==> config.mk <==
export PLATFORM = sky130hd
export DESIGN_NAME = stage_wr
export DESIGN_NICKNAME = d
export VERILOG_FILES = /design/src/rtl/cpu_pkg.sv /design/src/rtl/regfile_2r1w.sv /design/src/rtl/stage_wr.sv
export SDC_FILE = /design/constraint.sdc
export NUM_CORES = 2
export LEC_CHECK = 0
export ABC_AREA = 1
export ABC_CLOCK_PERIOD_IN_PS = 46000
export BUFFER_PORTS_ARGS = -buffer_cell sky130_fd_sc_hd__buf_2
export CAP_MARGIN = 20
export CORE_MARGIN = 2
export CORE_UTILIZATION = 60
export CTS_CLUSTER_DIAMETER = 60
export DETAILED_ROUTE_END_ITERATION = 6
export PLACE_DENSITY = 0.76
export SLEW_MARGIN = 20
export SYNTH_ARGS = -nofsm -noshare
export SYNTH_HDL_FRONTEND = slang
export SYNTH_SLANG_ARGS = --single-unit
==> constraint.sdc <==
create_clock -name Clk -period 46 [get_ports Clk]
set_input_delay 2.3 -clock Clk [delete_from_list [all_inputs] [get_ports Clk]]
set_output_delay 2.3 -clock Clk [all_outputs]
set_load 0.1 [all_outputs]
==> src/rtl/cpu_pkg.sv <==
// Shared CPU definitions.
//   REG_ADDR_W : register index width (32 general registers)
//   DATA_W     : datapath width
//   R0         : index of the hardwired-zero register
package cpu_pkg;
  localparam int REG_ADDR_W = 5;
  localparam int DATA_W     = 32;
  localparam logic [REG_ADDR_W-1:0] R0 = 5'd0;
endpackage

==> src/rtl/regfile_2r1w.sv <==
// General register file: two combinational read ports, one write port.
// Register 0 is hardwired to zero. A same-cycle write is bypassed to the read
// ports so the ID stage sees the value being committed on the coming edge.
// All registers clear asynchronously on rst.
// Ports:
//   clk, rst          : clock, asynchronous active-high clear
//   we_i, waddr_i,
//   wdata_i           : write port (committed on rising clk)
//   raddr_a_i/_b_i    : read addresses
//   rdata_a_o/_b_o    : read data
module regfile_2r1w
  import cpu_pkg::*;
#(
  parameter int NREG = 32,
  parameter int DW   = DATA_W,
  parameter int AW   = $clog2(NREG)
) (
  input  logic          clk,
  input  logic          rst,
  input  logic          we_i,
  input  logic [AW-1:0] waddr_i,
  input  logic [DW-1:0] wdata_i,
  input  logic [AW-1:0] raddr_a_i,
  input  logic [AW-1:0] raddr_b_i,
  output logic [DW-1:0] rdata_a_o,
  output logic [DW-1:0] rdata_b_o
);

  logic [DW-1:0] mem_q [NREG];
  logic          wr_ok;

  // Guarding R0 here as well keeps the array consistent even if a caller
  // forgets to mask writes to register 0.
  assign wr_ok = we_i && (waddr_i != AW'(R0));

  always_ff @(posedge clk or posedge rst) begin
    if (rst) begin
      for (int i = 0; i < NREG; i++) mem_q[i] <= '0;
    end else if (wr_ok) begin
      mem_q[waddr_i] <= wdata_i;
    end
  end

  function automatic logic [DW-1:0] rd_port(input logic [AW-1:0] addr,
                                            input logic          wok,
                                            input logic [AW-1:0] waddr,
                                            input logic [DW-1:0] wdata,
                                            input logic [DW-1:0] stored);
    if (addr == AW'(R0))            return '0;
    else if (wok && addr == waddr)  return wdata;
    else                            return stored;
  endfunction

  assign rdata_a_o = rd_port(raddr_a_i, wr_ok, waddr_i, wdata_i, mem_q[raddr_a_i]);
  assign rdata_b_o = rd_port(raddr_b_i, wr_ok, waddr_i, wdata_i, mem_q[raddr_b_i]);

endmodule

==> src/rtl/stage_wr.sv <==
// Write-back stage: MEM/WR pipeline register, write-back mux, overflow and
// R0 write suppression, retire counter and the general register file.
// Ports:
//   Clk, Reset           : clock, asynchronous active-high reset
//   Stall, Flush         : hold / bubble the MEM/WR register (Flush wins)
//   WRin_*               : MEM-stage results captured into MEM/WR
//   Ra, Rb / busA, busB  : ID-stage combinational read ports
//   WRout_busW/Rw/RegWr  : resolved write for forwarding
//   WRout_RetireCnt      : number of committed register writes (wraps)
module stage_wr
  import cpu_pkg::*;
#(
  parameter int NREG = 32,
  parameter int DW   = 32
) (
  input  logic                     Clk,
  input  logic                     Reset,
  input  logic                     Stall,
  input  logic                     Flush,
  input  logic [DW-1:0]            WRin_Dout,
  input  logic [DW-1:0]            WRin_ALUout,
  input  logic [$clog2(NREG)-1:0]  WRin_Rw,
  input  logic                     WRin_Overflow,
  input  logic                     WRin_MemtoReg,
  input  logic                     WRin_RegWr,
  input  logic [$clog2(NREG)-1:0]  Ra,
  input  logic [$clog2(NREG)-1:0]  Rb,
  output logic [DW-1:0]            busA,
  output logic [DW-1:0]            busB,
  output logic [DW-1:0]            WRout_busW,
  output logic [$clog2(NREG)-1:0]  WRout_Rw,
  output logic                     WRout_RegWr,
  output logic [31:0]              WRout_RetireCnt
);

  localparam int AW = $clog2(NREG);

  logic [DW-1:0] dout_q, dout_d;
  logic [DW-1:0] alu_q, alu_d;
  logic [AW-1:0] rw_q, rw_d;
  logic          ovf_q, ovf_d;
  logic          m2r_q, m2r_d;
  logic          regwr_q, regwr_d;
  logic [31:0]   retire_q, retire_d;

  logic [DW-1:0] busw;
  logic          wen;

  // MEM/WR register next state: Flush beats Stall, Stall holds.
  always_comb begin
    dout_d  = dout_q;
    alu_d   = alu_q;
    rw_d    = rw_q;
    ovf_d   = ovf_q;
    m2r_d   = m2r_q;
    regwr_d = regwr_q;
    if (Flush) begin
      dout_d  = '0;
      alu_d   = '0;
      rw_d    = '0;
      ovf_d   = 1'b0;
      m2r_d   = 1'b0;
      regwr_d = 1'b0;
    end else if (!Stall) begin
      dout_d  = WRin_Dout;
      alu_d   = WRin_ALUout;
      rw_d    = WRin_Rw;
      ovf_d   = WRin_Overflow;
      m2r_d   = WRin_MemtoReg;
      regwr_d = WRin_RegWr;
    end
  end

  always_ff @(posedge Clk or posedge Reset) begin
    if (Reset) begin
      dout_q  <= '0;
      alu_q   <= '0;
      rw_q    <= '0;
      ovf_q   <= 1'b0;
      m2r_q   <= 1'b0;
      regwr_q <= 1'b0;
    end else begin
      dout_q  <= dout_d;
      alu_q   <= alu_d;
      rw_q    <= rw_d;
      ovf_q   <= ovf_d;
      m2r_q   <= m2r_d;
      regwr_q <= regwr_d;
    end
  end

  // Write-back resolution straight off the MEM/WR register.
  assign busw = m2r_q ? dout_q : alu_q;
  assign wen  = regwr_q && !ovf_q && (rw_q != AW'(R0));

  // A stalled instruction keeps wen high, so it recounts every held cycle.
  assign retire_d = wen ? retire_q + 32'd1 : retire_q;

  always_ff @(posedge Clk or posedge Reset) begin
    if (Reset) retire_q <= '0;
    else       retire_q <= retire_d;
  end

  regfile_2r1w #(
    .NREG (NREG),
    .DW   (DW),
    .AW   (AW)
  ) u_rf (
    .clk       (Clk),
    .rst       (Reset),
    .we_i      (wen),
    .waddr_i   (rw_q),
    .wdata_i   (busw),
    .raddr_a_i (Ra),
    .raddr_b_i (Rb),
    .rdata_a_o (busA),
    .rdata_b_o (busB)
  );

  assign WRout_busW      = busw;
  assign WRout_Rw        = rw_q;
  assign WRout_RegWr     = wen;
  assign WRout_RetireCnt = retire_q;

endmodule

=== Yosys cells after proc, flatten, opt, wreduce, memory -nomap -nowiden ===
Cells that the tools add are included.

* Bits in registers: 1128
* Bits of input ports: 86
* Output and inout port bits: 134
* Word-level logic and storage cells: 86

* Add/subtract/negate cells: 1
* Order comparisons: 4
* Equal/unequal tests: 3
* Mux-type cells: 26
* Bitwise logic cells: 3
* Reductions and logical operators: 10

{| class="wikitable"
|+ Operators with widths
! operator !! count
|-
| 1024-bit bitwise mux || 1
|-
| 32-bit two-way mux || 14
|-
| 32-bit binary-select mux with 5-bit select || 2
|-
| 32-bit demux with 5-bit select || 1
|-
| 32-bit by 1-bit adder with 32-bit output, second input constant || 1
|-
| 6-bit >= comparator, second input constant || 3
|-
| 5-bit NOT with 6-bit output || 3
|-
| 5-bit equality test || 2
|-
| 5-bit logical NOT || 2
|-
| 5-bit two-way mux || 2
|-
| 1-bit logical AND || 6
|-
| 6-bit by 1-bit less-than comparator with 1-bit output, second input constant || 1
|-
| 1-bit two-way mux || 6
|-
| 5-bit nonzero test || 1
|-
| 2-bit by 1-bit != test with 1-bit output, second input constant || 1
|-
| 1-bit logical NOT || 1
|}

=== Longest topological paths before layout ===
* Depth in word-level cells: 7
* Depth in mapped cells: 13
* Gate-level depth less buffers: 10

=== By module ===
Synthesis repeated with hierarchy kept, for this count alone.

* Cell total of the unflattened synthesis: 9481
* Area, all modules: 65160.0 µm²

{| class="wikitable"
|+ Modules (own cells, without submodules)
! module !! instances !! cells an instance !! area each (µm²) !! seq. area each (µm²)
|-
| regfile_2r1w || 1 || 8849 || 60093.9 || 25624.6
|-
| stage_wr || 1 || 632 || 5066.1 || 2602.5
|}

=== Least setup slack after synthesis ===
Ideal clock, no wire load.

* Path type: input to output
* Start point: input Ra[1]
* End point: output busA[17]
* Data arrival time: 4.945 ns
* Data required time: 43.700 ns
* Path slack: 38.755 ns
* Stages on the path: 10
* Buffers on the path: 4
* Cells stage by stage: buf_2 > buf_2 > buf_2 > clkbuf_1 > o211ai_1 > nand3_1 > nand3_1 > nand3_1 > nand2_1 > a21oi_1

* Longest elaborated chain between the ends: 6
* Elaborated cells on any way between the ends: 9
* Classes of those cells: 1 x eq/ne; 5 x mux; 1 x bitwise; 2 x reduce/logical

{| class="wikitable"
|+ Ends and longest elaborated chain
! element !! RTL line !! source
|-
| start: declaration || stage_wr.sv:26 || <nowiki>input logic [$clog2(NREG)-1:0] Ra,</nowiki>
|-
| 5-bit NOT with 6-bit output (implied by the code) || regfile_2r1w.sv:54 || <nowiki>assign rdata_a_o = rd_port(raddr_a_i, wr_ok, waddr_i, wdata_i, mem_q[raddr_a_i]);</nowiki>
|-
| 32-bit binary-select mux with 5-bit select || regfile_2r1w.sv:54 ||
|-
| 32-bit two-way mux (implied by the code) (2 in a row) || regfile_2r1w.sv:54 ||
|-
| 32-bit two-way mux || regfile_2r1w.sv:50 || <nowiki>else if (wok && addr == waddr) return wdata;</nowiki>
|-
| 32-bit two-way mux (*) || regfile_2r1w.sv:49 || <nowiki>if (addr == AW'(R0)) return '0;</nowiki>
|-
| end: declaration || stage_wr.sv:28 || <nowiki>output logic [DW-1:0] busA,</nowiki>
|}

Mark *: on every way between the ends. The rest lies on a longest branch, timed or not. The select of a mux whose other input is x is not followed.

=== Worst setup path in the final report ===
* Start point: input Rb[0]
* End point: output busB[16]

* Longest elaborated chain between the ends: 6
* Elaborated cells on any way between the ends: 9
* Classes of those cells: 1 x eq/ne; 5 x mux; 1 x bitwise; 2 x reduce/logical

{| class="wikitable"
|+ Ends and longest elaborated chain
! element !! RTL line !! source
|-
| start: declaration || stage_wr.sv:27 || <nowiki>input logic [$clog2(NREG)-1:0] Rb,</nowiki>
|-
| 5-bit NOT with 6-bit output (implied by the code) || regfile_2r1w.sv:55 || <nowiki>assign rdata_b_o = rd_port(raddr_b_i, wr_ok, waddr_i, wdata_i, mem_q[raddr_b_i]);</nowiki>
|-
| 32-bit binary-select mux with 5-bit select || regfile_2r1w.sv:55 ||
|-
| 32-bit two-way mux (implied by the code) (2 in a row) || regfile_2r1w.sv:55 ||
|-
| 32-bit two-way mux || regfile_2r1w.sv:50 ||
|-
| 32-bit two-way mux (*) || regfile_2r1w.sv:49 ||
|-
| end: declaration || stage_wr.sv:29 || <nowiki>output logic [DW-1:0] busB,</nowiki>
|}

Marks and branches as above.

==> metrics.yaml <==
status: "finished with violations"
violations: "DRC"
clk_pin_slew_ns: 0.06
tightest_slew_ns: 1.33
drtIter0Drc: 10300
ys_top_cells_by_area: "dfrtp_1 (45%), nand2_1 (13%), o21ai_0 (12%)"
avgSynthCellArea_um2: 7.31
gp_congestion: 0.904
p_leak_nw: 31.1
synth_common_cells: "nand2_1 (2,160), o21ai_0 (1,464), dfrtp_1 (1,128)"
max_cap_viol_count: 0
timing.rr.start: "WRout_Rw[3]$_DFFE_PP0P_"
post_cts.repair.setup_buffers: 0
synth-edff-count: 0
min_from: "u_rf.mem_q[995]$_DFFE_PP0P_"
setup_violations: 0
drive_above_1_share: 0.0772
multiInputGateArea_um2: 28400
ir_drop_uv: 49.1
yosys.cell_count.top_type: "nand2_1"
synthFlopType: "dfrtp_1"
min_to: "u_rf.mem_q[995]$_DFFE_PP0P_"
cts_root_buf: "clkbuf_16"
r2r_cells: 8
slew_headroom: 0.110
worst_hold_path.num_cells: 0
hold_class: "flop to flop"
grt_setup_unrepaired: "no"
die-area_um2: 107000
synth_seq_cells: 1128
ys.warnings.count: 0
period_minus_slack_ns: 9.28
fin_crit_sh: 0.202
netlist_area_um2: 62500
vias: 62700
nNetsFinal: 8316
critPathKind: "input port to primary output"
grtUsageMet2: 0.630
cts_buffer_depth: 3
io_pins: 220
ff_latch_area_um2: 28200
start_util: 0.605
grtUsageMet1: 0.572
synth.distinct_cells: 33
r2r_end: "u_rf.mem_q[618]$_DFFE_PP0P_"
clock_sinks: 1128
syn_to_final_growth_pct: 8.40
postPlaceCellArea_um2: 63300
cts_tree: "yes"
ys_seq_area_frac: 0.452
wire_per_inst_um: 24.2
drc: 3
netlist_instances: 8547
final_cell_area_um2: 67700
post_cts_resize_count: 0
endpoint_kind: "primary output"
grt_start_max_net_pins: 240
hold_viol_final: 0
gr-total-overflow: 0
antenna_found_initial: 10
grt_pass1_vias: 57800
worst_ep_arrival_time_ns: 6.98
rrSetupSlack_ns: 41.74
start_kind: "input port"
synth_top_area_share: 0.452
synth_top_cell_by_area: "dfrtp_1"
async_flop_share: 1.00
slew_viol_final: 0
tns_ns: 0
track_usage: 0.433
cp.required_ns: 43.70
routed_wl_um: 235000
rows: 118
cp_max_fo: 224
die_x_um: 327
p_per_area_nw_per_um2: 40.1
grt_busiest_layer: "met2"
grt_pass1_wl_um: 352000
htree_num_levels: 4
port_buffers: 219
viasPerCell: 6.46
synthesis.nets: 8634
core_area_um2: 103000
die_y_um: 327
dr.pass1.iters: 7
fmax_mhz: 108
postRouteAntennaNets: 0
grtUsageMet3: 0.140
ctsHoldBuffers: 0
dp_hpwl_um: 127000
skew_ns: 0.0249
n_fill_cell: 8907
numCtsBuffers: 130
clock_latency_ns: 0.77
==> registers in the layout, summed over array words and instances, names as in the netlist <==
register and count:
WRout_RetireCnt 32, WRout_Rw 5, alu_q 32, dout_q 32, m2r_q 1, ovf_q 1, regwr_q 1, u_rf.mem_q 1024
==> metal layers <==
layer,vias up,share of wire
met5,-,0.00025
met4,10,0.067
met1,29300,0.37
met2,4581,0.42
met3,1071,0.15
li1,27800,-
==> layout make-up <==
type | instances | area share
antenna | 4 | 0.000148
multi-input combinational | 5885 | 0.419
tap | 1380 | 0.0255
timing repair buffer | 344 | 0.0330
clock buffer | 200 | 0.0584
sequential | 1128 | 0.417
inverter | 740 | 0.0414
clock inverter | 33 | 0.00554
==> cell families after synthesis <==
| group | count (synthesis) | share of synthesized area |
|---|---|---|
| flip-flops | 1128 | 0.452 |
| AND/OR/NAND/NOR | 3440 | 0.231 |
| adder cells (fa/ha/maj) | 1 | 0.000200 |
| AO/OA/AOI/OAI | 2408 | 0.215 |
| XOR/XNOR | 36 | 0.00505 |
| buffers and inverters | 1534 | 0.0968 |
==> layout by cell type (no fill, tap or decap), types with 14 or more instances in the layout <==
cell,instances
nand2_4,14
buf_2,213
buf_4,115
xor2_1,22
clkinv_2,19
dfrtp_1,1127
xnor2_1,14
nor3_1,29
nor2_1,232
clkbuf_8,25
a21oi_1,348
o21ai_0,1440
nand2_1,2157
inv_1,707
o211ai_1,552
clkbuf_16,139
inv_2,16
clkbuf_1,36
o21ai_1,49
nand3_1,944
==> how the worst max path moves through the flow <==
stage               slack [ns]                              to  depth (start not counted)  startpoint
finish                   36.72                        busB[16]                         11       Rb[0]
CTS                      36.95                        busB[16]                         11       Rb[0]
global route             36.53                        busB[16]                         11       Rb[0]
floorplan                11.93  WRout_RetireCnt[0]$_DFFE_PP0P_                          1       Reset
global placement         37.01                        busB[16]                         11       Rb[0]
detailed placement       36.96                        busB[16]                         11       Rb[0]
==> per-stage QoR <==
step	power [mW]	utilization	hold slack [ns]	instances	worst slack, ns
2_1_floorplan	1.51	-	0.429	8547	11.93
3_3_place_gp	1.64	0.613	0.365	9475	37.01
3_5_place_dp	1.65	0.613	0.366	9475	36.96
4_1_cts	2.70	0.655	0.381	9708	36.95
5_1_grt	2.81	0.655	0.393	9711	36.53
6_report	2.72	0.655	0.382	9714	36.72
==> power by group <==
part,internal (mW),total (mW),switching [mW]
clock network,0.632,1.06,0.431
logic,0.122,0.517,0.396
registers,1.08,1.14,0.0581
total,1.83,2.72,0.885
==> critical path, cell delays in order <==
cell and delay (ns):
buf_8 0.55, buf_4 0.70, buf_12 0.68, buf_4 0.86
o21ai_0 0.20, nand3_1 0.11, nand3_1 0.09, nand3_1 0.14
nand2_1 0.06, a21oi_1 0.56, buf_2 0.55
Note: power is estimated with default switching activity, not from simulation.
